$ cat src/rtl/buffer_write_arbiter.sv
// Single owner of the char_buffer write port: merges single-char command writes
// with bulk erase fills, and holds all writes off while the buffer is scrolling.
module buffer_write_arbiter #(
  parameter int COLS      = 80,
  parameter int ROWS      = 24,
  parameter int ADDR_BITS = 11
) (
  input  logic                 clk,
  input  logic                 reset,
  input  logic                 scroll_busy,
  input  logic                 cmd_wen,
  input  logic [ADDR_BITS-1:0] cmd_addr,
  input  logic [7:0]           cmd_char,
  output logic                 cmd_ready,
  input  logic                 fill_req,
  input  logic [ADDR_BITS-1:0] fill_start,
  input  logic [ADDR_BITS:0]   fill_count,
  input  logic [7:0]           fill_char,
  output logic                 fill_ack,
  output logic                 fill_busy,
  output logic                 fill_done,
  output logic [ADDR_BITS-1:0] buf_waddr,
  output logic [7:0]           buf_din,
  output logic                 buf_wen
);

  localparam int MAX_ADDR = ROWS * COLS - 1;
  localparam logic [ADDR_BITS-1:0] MAX_A = ADDR_BITS'(MAX_ADDR);

  typedef enum logic {IDLE, FILL} state_t;

  state_t               state, state_nxt;
  logic [ADDR_BITS-1:0] cur_addr, cur_addr_nxt;
  logic [ADDR_BITS:0]   remaining, remaining_nxt;
  logic [7:0]           fill_chr, fill_chr_nxt;
  logic [ADDR_BITS-1:0] waddr_nxt;
  logic [7:0]           din_nxt;
  logic                 wen_nxt, ack_nxt, done_nxt;

  assign cmd_ready = (state == IDLE) & ~scroll_busy & ~reset;
  assign fill_busy = (state == FILL);

  always_comb begin
    state_nxt     = state;
    cur_addr_nxt  = cur_addr;
    remaining_nxt = remaining;
    fill_chr_nxt  = fill_chr;
    waddr_nxt     = buf_waddr;
    din_nxt       = buf_din;
    wen_nxt       = 1'b0;
    ack_nxt       = 1'b0;
    done_nxt      = 1'b0;
    case (state)
      IDLE: begin
        if (cmd_ready && cmd_wen) begin
          // out-of-range single writes are consumed but never reach the buffer
          if (cmd_addr <= MAX_A) begin
            wen_nxt   = 1'b1;
            waddr_nxt = cmd_addr;
            din_nxt   = cmd_char;
          end
        end else if (fill_req && !scroll_busy) begin
          cur_addr_nxt  = fill_start;
          remaining_nxt = fill_count;
          fill_chr_nxt  = fill_char;
          ack_nxt       = 1'b1;
          state_nxt     = FILL;
        end
      end
      FILL: begin
        if (!scroll_busy) begin
          if (remaining == '0 || cur_addr > MAX_A) begin
            state_nxt = IDLE;
            done_nxt  = 1'b1;
          end else begin
            wen_nxt   = 1'b1;
            waddr_nxt = cur_addr;
            din_nxt   = fill_chr;
            // the MAX_ADDR clip ends the fill before the address could wrap
            if (remaining == (ADDR_BITS+1)'(1) || cur_addr == MAX_A) begin
              state_nxt = IDLE;
              done_nxt  = 1'b1;
            end else begin
              cur_addr_nxt  = cur_addr + 1'b1;
              remaining_nxt = remaining - 1'b1;
            end
          end
        end
      end
      default: state_nxt = IDLE;
    endcase
  end

  always_ff @(posedge clk) begin
    if (reset) begin
      state     <= IDLE;
      cur_addr  <= '0;
      remaining <= '0;
      fill_chr  <= '0;
      buf_waddr <= '0;
      buf_din   <= '0;
      buf_wen   <= 1'b0;
      fill_ack  <= 1'b0;
      fill_done <= 1'b0;
    end else begin
      state     <= state_nxt;
      cur_addr  <= cur_addr_nxt;
      remaining <= remaining_nxt;
      fill_chr  <= fill_chr_nxt;
      buf_waddr <= waddr_nxt;
      buf_din   <= din_nxt;
      buf_wen   <= wen_nxt;
      fill_ack  <= ack_nxt;
      fill_done <= done_nxt;
    end
  end

endmodule

$ cat config.mk
export PLATFORM = sky130hd
export DESIGN_NAME = buffer_write_arbiter
export DESIGN_NICKNAME = d
export VERILOG_FILES = /design/src/rtl/buffer_write_arbiter.sv
export SDC_FILE = /design/constraint.sdc
export NUM_CORES = 1
export LEC_CHECK = 0
export BUFFER_PORTS_ARGS = -buffer_cell sky130_fd_sc_hd__buf_2
export CAP_MARGIN = 20
export CORE_ASPECT_RATIO = 1.75
export CORE_MARGIN = 2
export CORE_UTILIZATION = 56
export DETAILED_ROUTE_END_ITERATION = 16
export PLACE_DENSITY = 0.95
export SKIP_CTS_REPAIR_TIMING = 1
export SLEW_MARGIN = 25
export SYNTH_ARGS = -nofsm -noshare
export SYNTH_HDL_FRONTEND = slang
export SYNTH_SLANG_ARGS = --single-unit
$ cat constraint.sdc
create_clock -name clk -period 4.6 [get_ports clk]
set_clock_uncertainty 0.05 [all_clocks]
set_input_delay 0.46 -clock clk [delete_from_list [all_inputs] [get_ports clk]]
set_output_delay 0.46 -clock clk [all_outputs]
set_load 0.005 [all_outputs]
== Word-level counts from Yosys, hierarchy flattened ==
Index checks and enable logic that the tools add are counted.
Storage, ports and cells
  bits in registers: 54
  bits of input ports: 55
  output and inout bits: 24
Cells by class
  add/sub/neg operators: 2
  magnitude comparators: 2
  equality and inequality tests: 9
  muxes and demuxes: 35
  bitwise logic cells: 6
  reductions and logical operators: 11
Operators by type and width (count)
  11-bit 2-to-1 mux: 9
  12-bit 2-to-1 mux: 5
  11-bit one-hot mux with 2 select lines: 2
  8-bit 2-to-1 mux: 4
  12-bit one-hot mux with 2 select lines: 1
  8-bit one-hot mux with 2 select lines: 1
  12-bit by 1-bit == test with 1-bit output (second input constant): 1
  12-bit zero test: 1
  12-bit by 1-bit subtractor with 12-bit output (second input constant): 1
  11-bit by 1-bit adder with 11-bit output (second input constant): 1
  11-bit == test (second input constant): 1
  11-bit > comparator (second input constant): 1
  11-bit less-or-equal comparator (second input constant): 1
  1-bit 2-to-1 mux: 11
  2-bit != test (second input constant): 4
  2-bit by 1-bit != test with 1-bit output (second input constant): 3
  5-bit AND reduction: 1
  1-bit NOT: 4
  1-bit one-hot mux with 2 select lines: 2
  4-bit AND reduction: 1
  3-bit AND reduction: 1
  3-bit OR reduction: 1
  1-bit bitwise AND: 2
  1-bit logical AND: 2
  other kinds (3): 4

== Depth between registers and ports, before layout ==
  depth after elaboration: 6
  depth in mapped cells: 10
  mapped depth without buffers: 8

== Worst setup path after synthesis ==
OpenSTA, ideal clock, no wires.
  path kind: register -> register
  start: reg cur_addr[0]
  end: reg cur_addr[0]
  arrival time: 1945 ps
  required time: 4489 ps
  setup slack: 2544 ps
  stages on the path, launching flop included: 9
  buffers on the path: 1
  cells stage by stage: dfxtp_1 ha_1 and3_1 nand3_1 a2bb2oi_2 a21oi_2 buf_4 a2111oi_0 a41o_1
Between the ends
  cells in the longest elaborated chain, start to end: 5
  elaborated cells on any way between the ends: 12
  classes of those cells: 1 x add/sub; 1 x order compare; 3 x eq/ne; 4 x mux; 3 x reduce/logical
RTL lines
  start: declaration: line 33  | logic [ADDR_BITS-1:0] cur_addr, cur_addr_nxt;
  start signal: assignment: line 107  | cur_addr <= cur_addr_nxt;
  11-bit by 1-bit adder with 11-bit output: line 84  | cur_addr_nxt = cur_addr + 1'b1;
  11-bit 2-to-1 mux: line 80  | if (remaining == (ADDR_BITS+1)'(1) || cur_addr == MAX_A) begin
  11-bit 2-to-1 mux: line 72  | if (remaining == '0 || cur_addr > MAX_A) begin
  11-bit 2-to-1 mux: line 71  | if (!scroll_busy) begin
  11-bit one-hot mux with 2 select lines: line 53  | case (state)
Parallel ways exist; a longest one is shown, timed or not. The select of a mux whose other input is x is not followed.
A chain may end at the register's enable or synchronous reset.

== Worst setup path after layout ==
Ends and elaborated chain as after synthesis.

==> key figures <==
Min path
  – Hold Startpoint: fill_char[1]
  – Min-Delay Path Class: in2reg

GRT
  – Largest net degree at the start of global routing: 53
  – Global-route wire length before repair: 12160 um
  – Global route total overflow: 0
  – Vias in the first global route: 2772
  – Gr usage total: 0.2670
  – Initial antenna violation count: 0

Yosys
  – Synth Flop Type: dfxtp_1
  – Asr flop ratio synth: 0
  – Syn avg cell area: 8.470 um2
  – Post-synth top area share: 0.3776
  – Post-synthesis cell count: 338
  – Register bit total from synthesis: 54
  – Yosys top cell by area: dfxtp_1
  – Netlist Area Pre-Place: 2863 um2
  – Post-Syn Nets: 397
  – Distinct cells, synth: 51
  – Seq/Total Area, Yosys: 0.3776
  – Post-synth EDFFs: 0
  – Yosys warns: 0
  – Top post-synthesis cells by area: dfxtp_1, mux2i_1, a21oi_1, nor2_1, a211oi_2

Critical path
  – Worst r2r src: cur_addr[0]
  – Critical Path End Type: register
  – Bufs and invs on worst path: 0
  – Worst path max stage delay: 0.61 ns
  – Critical path launch point: cur_addr[0]
  – CP Launch Type: register
  – CP Data Required Time: 4.77 ns
  – Top Family by Delay on Critical Path: compound AO/OA/AOI/OAI gates
  – Crit path DAT: 2.80 ns
  – Slowest cell on the critical path: a21oi_4
  – CP cell instances: ha_1 -> and3_1 -> nand3_1 -> a2bb2oi_2 -> a21oi_4 -> a2111oi_0 -> a41o_1
  – Crit Path Category: reg2reg
  – Maximum fanout along the worst path: 30

Clock tree
  – CTS tree: done
  – Number of H-tree levels: 2
  – Worst-skew pair later-pin latency: 0.32 ns
  – Clk pin slew, worst setup/hold paths: 0.10 ns
  – CTS Buf Count: 5
  – Clock Tree Root: clkbuf_8
  – CTS sink cnt: 54
  – Clock Tree Buf Depth: 2

Floorplan
  – Die area: 5722 um2
  – Die X: 58.05 um
  – # IOs: 79
  – Starting density of the core: 0.5801
  – Rows: 34
  – Core area: 4935 um2
  – Die H: 98.58 um

Placement
  – HPWL Detailed: 5376 um
  – Routability cong.: 0.8683
  – Pre-CTS setup slack: 2.014 ns
  – IO Port Bufs: 78

Outcome
  – Status: completed

Cells and area
  – Share of layout cells above drive strength 1: 0.2928
  – # diodes: 0
  – Layout net count: 461
  – Area grow syn2layout: 16.26%

Route
  – Via-to-Cell Ratio: 6.188
  – Final ANT Viol Nets: 0
  – Total wire length: 7385 um
  – DRC violations left: 0
  – 1st-iter DRT viols: 102
  – Detailed Routing Iterations Pass 1: 4
  – Via Count: 2828
  – Routed len/inst: 16.16 um

STA
  – Final worst slack: 1.972 ns
  – Fin. Hold Viols: 0
  – Unrepaired setup endpoints after global routing: false
  – Worst slew pin tran: 0.7158 ns
  – Fmax: 380.5 MHz
  – Final period util: 0.5714
  – Finish-stage setup viols: 0
  – Worst slew margin: 0.5184
  – Pins Over Slew Limit: 0
  – Tmin final: 2.628 ns
  – Setup_tns: 0 ns

Power
  – Static leakage: 0.001338 uW
  – Pwr dens: 318.5 nW/um2
  – Max VDD drop: 0.2756 mV
  – Tot Pwr: 1060 uW

Job
  – Max-cap violation count: 0
==> worst reg2reg max path, stage by stage (launching register included) <==
cell	delay, ns
dfxtp_1	0.49
ha_1	0.32
and3_1	0.24
nand3_1	0.14
a2bb2oi_2	0.24
a21oi_4	0.62
a2111oi_0	0.19
a41o_1	0.25
==> registers in the layout, summed over array words and instances, names as in the netlist <==
register and count:
buf_wen 1, buf_din 8, remaining 12, fill_busy 1
cur_addr 11, fill_ack 1, fill_chr 8, buf_waddr 11
fill_done 1
==> metrics by stage <==
step	hold slack [ns]	instance area [um2]	std cells	utilization
3_5_place_dp	0.4018	3238	449	0.6562
3_3_place_gp	0.3923	3231	449	0.6547
6_report	0.3274	3328	457	0.6744
2_1_floorplan	0.3860	2863	338	-
4_1_cts	0.3224	3328	457	0.6744
5_1_grt	0.3211	3328	457	0.6744
==> cells by family after synthesis <==
logic type               share of synthesized area
buffers and inverters                      0.05157
adder cells (fa/ha/maj)                    0.01748
flip-flops                                  0.3776
AO/OA/AOI/OAI                               0.2500
AND/OR/NAND/NOR                             0.2155
multiplexers                               0.08785
==> cell type report <==
class / instances / area (um2)
fillers: 403 / 1607
flip-flops and latches: 54 / 1082
clock buffers: 5 / 68.82
multi-input cells: 252 / 1642
repair buffers: 82 / 420.4
inverters: 7 / 26.28
well taps: 54 / 67.56
clock inverters: 3 / 21.27
==> worst paths after layout <==
check	slack [ns]	to	cells after the start
setup / recovery	1.97	cur_addr[0]	7
hold / removal	0.33	fill_chr[1]	3
setup reg to reg	1.97	cur_addr[0]	7
hold reg to reg	0.42	fill_chr[1]	2
==> cells in the mapped netlist, drive strengths merged, types with 2 or more instances <==
cell type	count
nor2	41
inv	7
buf	9
and2	3
a21oi	33
or4	2
and3	4
a31oi	2
nand3	10
dfxtp	54
nor2b	2
o32ai	8
ha	4
or2	6
clkbuf	16
a41o	2
nand4	4
mux2i	24
a32o	3
o21a	2
o21ai	11
nand2	33
a32oi	2
a211oi	21
a21o	2
a2111oi	2
nor3	11
o211ai	2
nor4	6
==> placed cells by master (no fill, tap or decap), types with 10 or more instances in the layout <==
master	Yosys	final
nor2_1	41	41
buf_2	4	78
dfxtp_1	54	53
a21oi_1	32	32
o21ai_0	11	11
nand3_1	10	10
a211oi_1	11	11
nor3_1	11	11
a211oi_2	10	10
nand2_1	33	33
mux2i_1	24	24
==> per-layer routing <==
layer	GRT usage	routed length, um
met5	0	0
met3	0.05643	473
met2	0.4519	3867
met4	0.1610	351
met1	0.2971	2693
==> where the power goes <==
part	switching [uW]	leakage, uW	total [uW]	internal, uW
clock	160	0.0000441	267	107
sequential	30.9	0.000441	533	502
combinational	151	0.000853	260	109
total	342	0.00134	1060	718
Power figures use the tool's default switching activity.
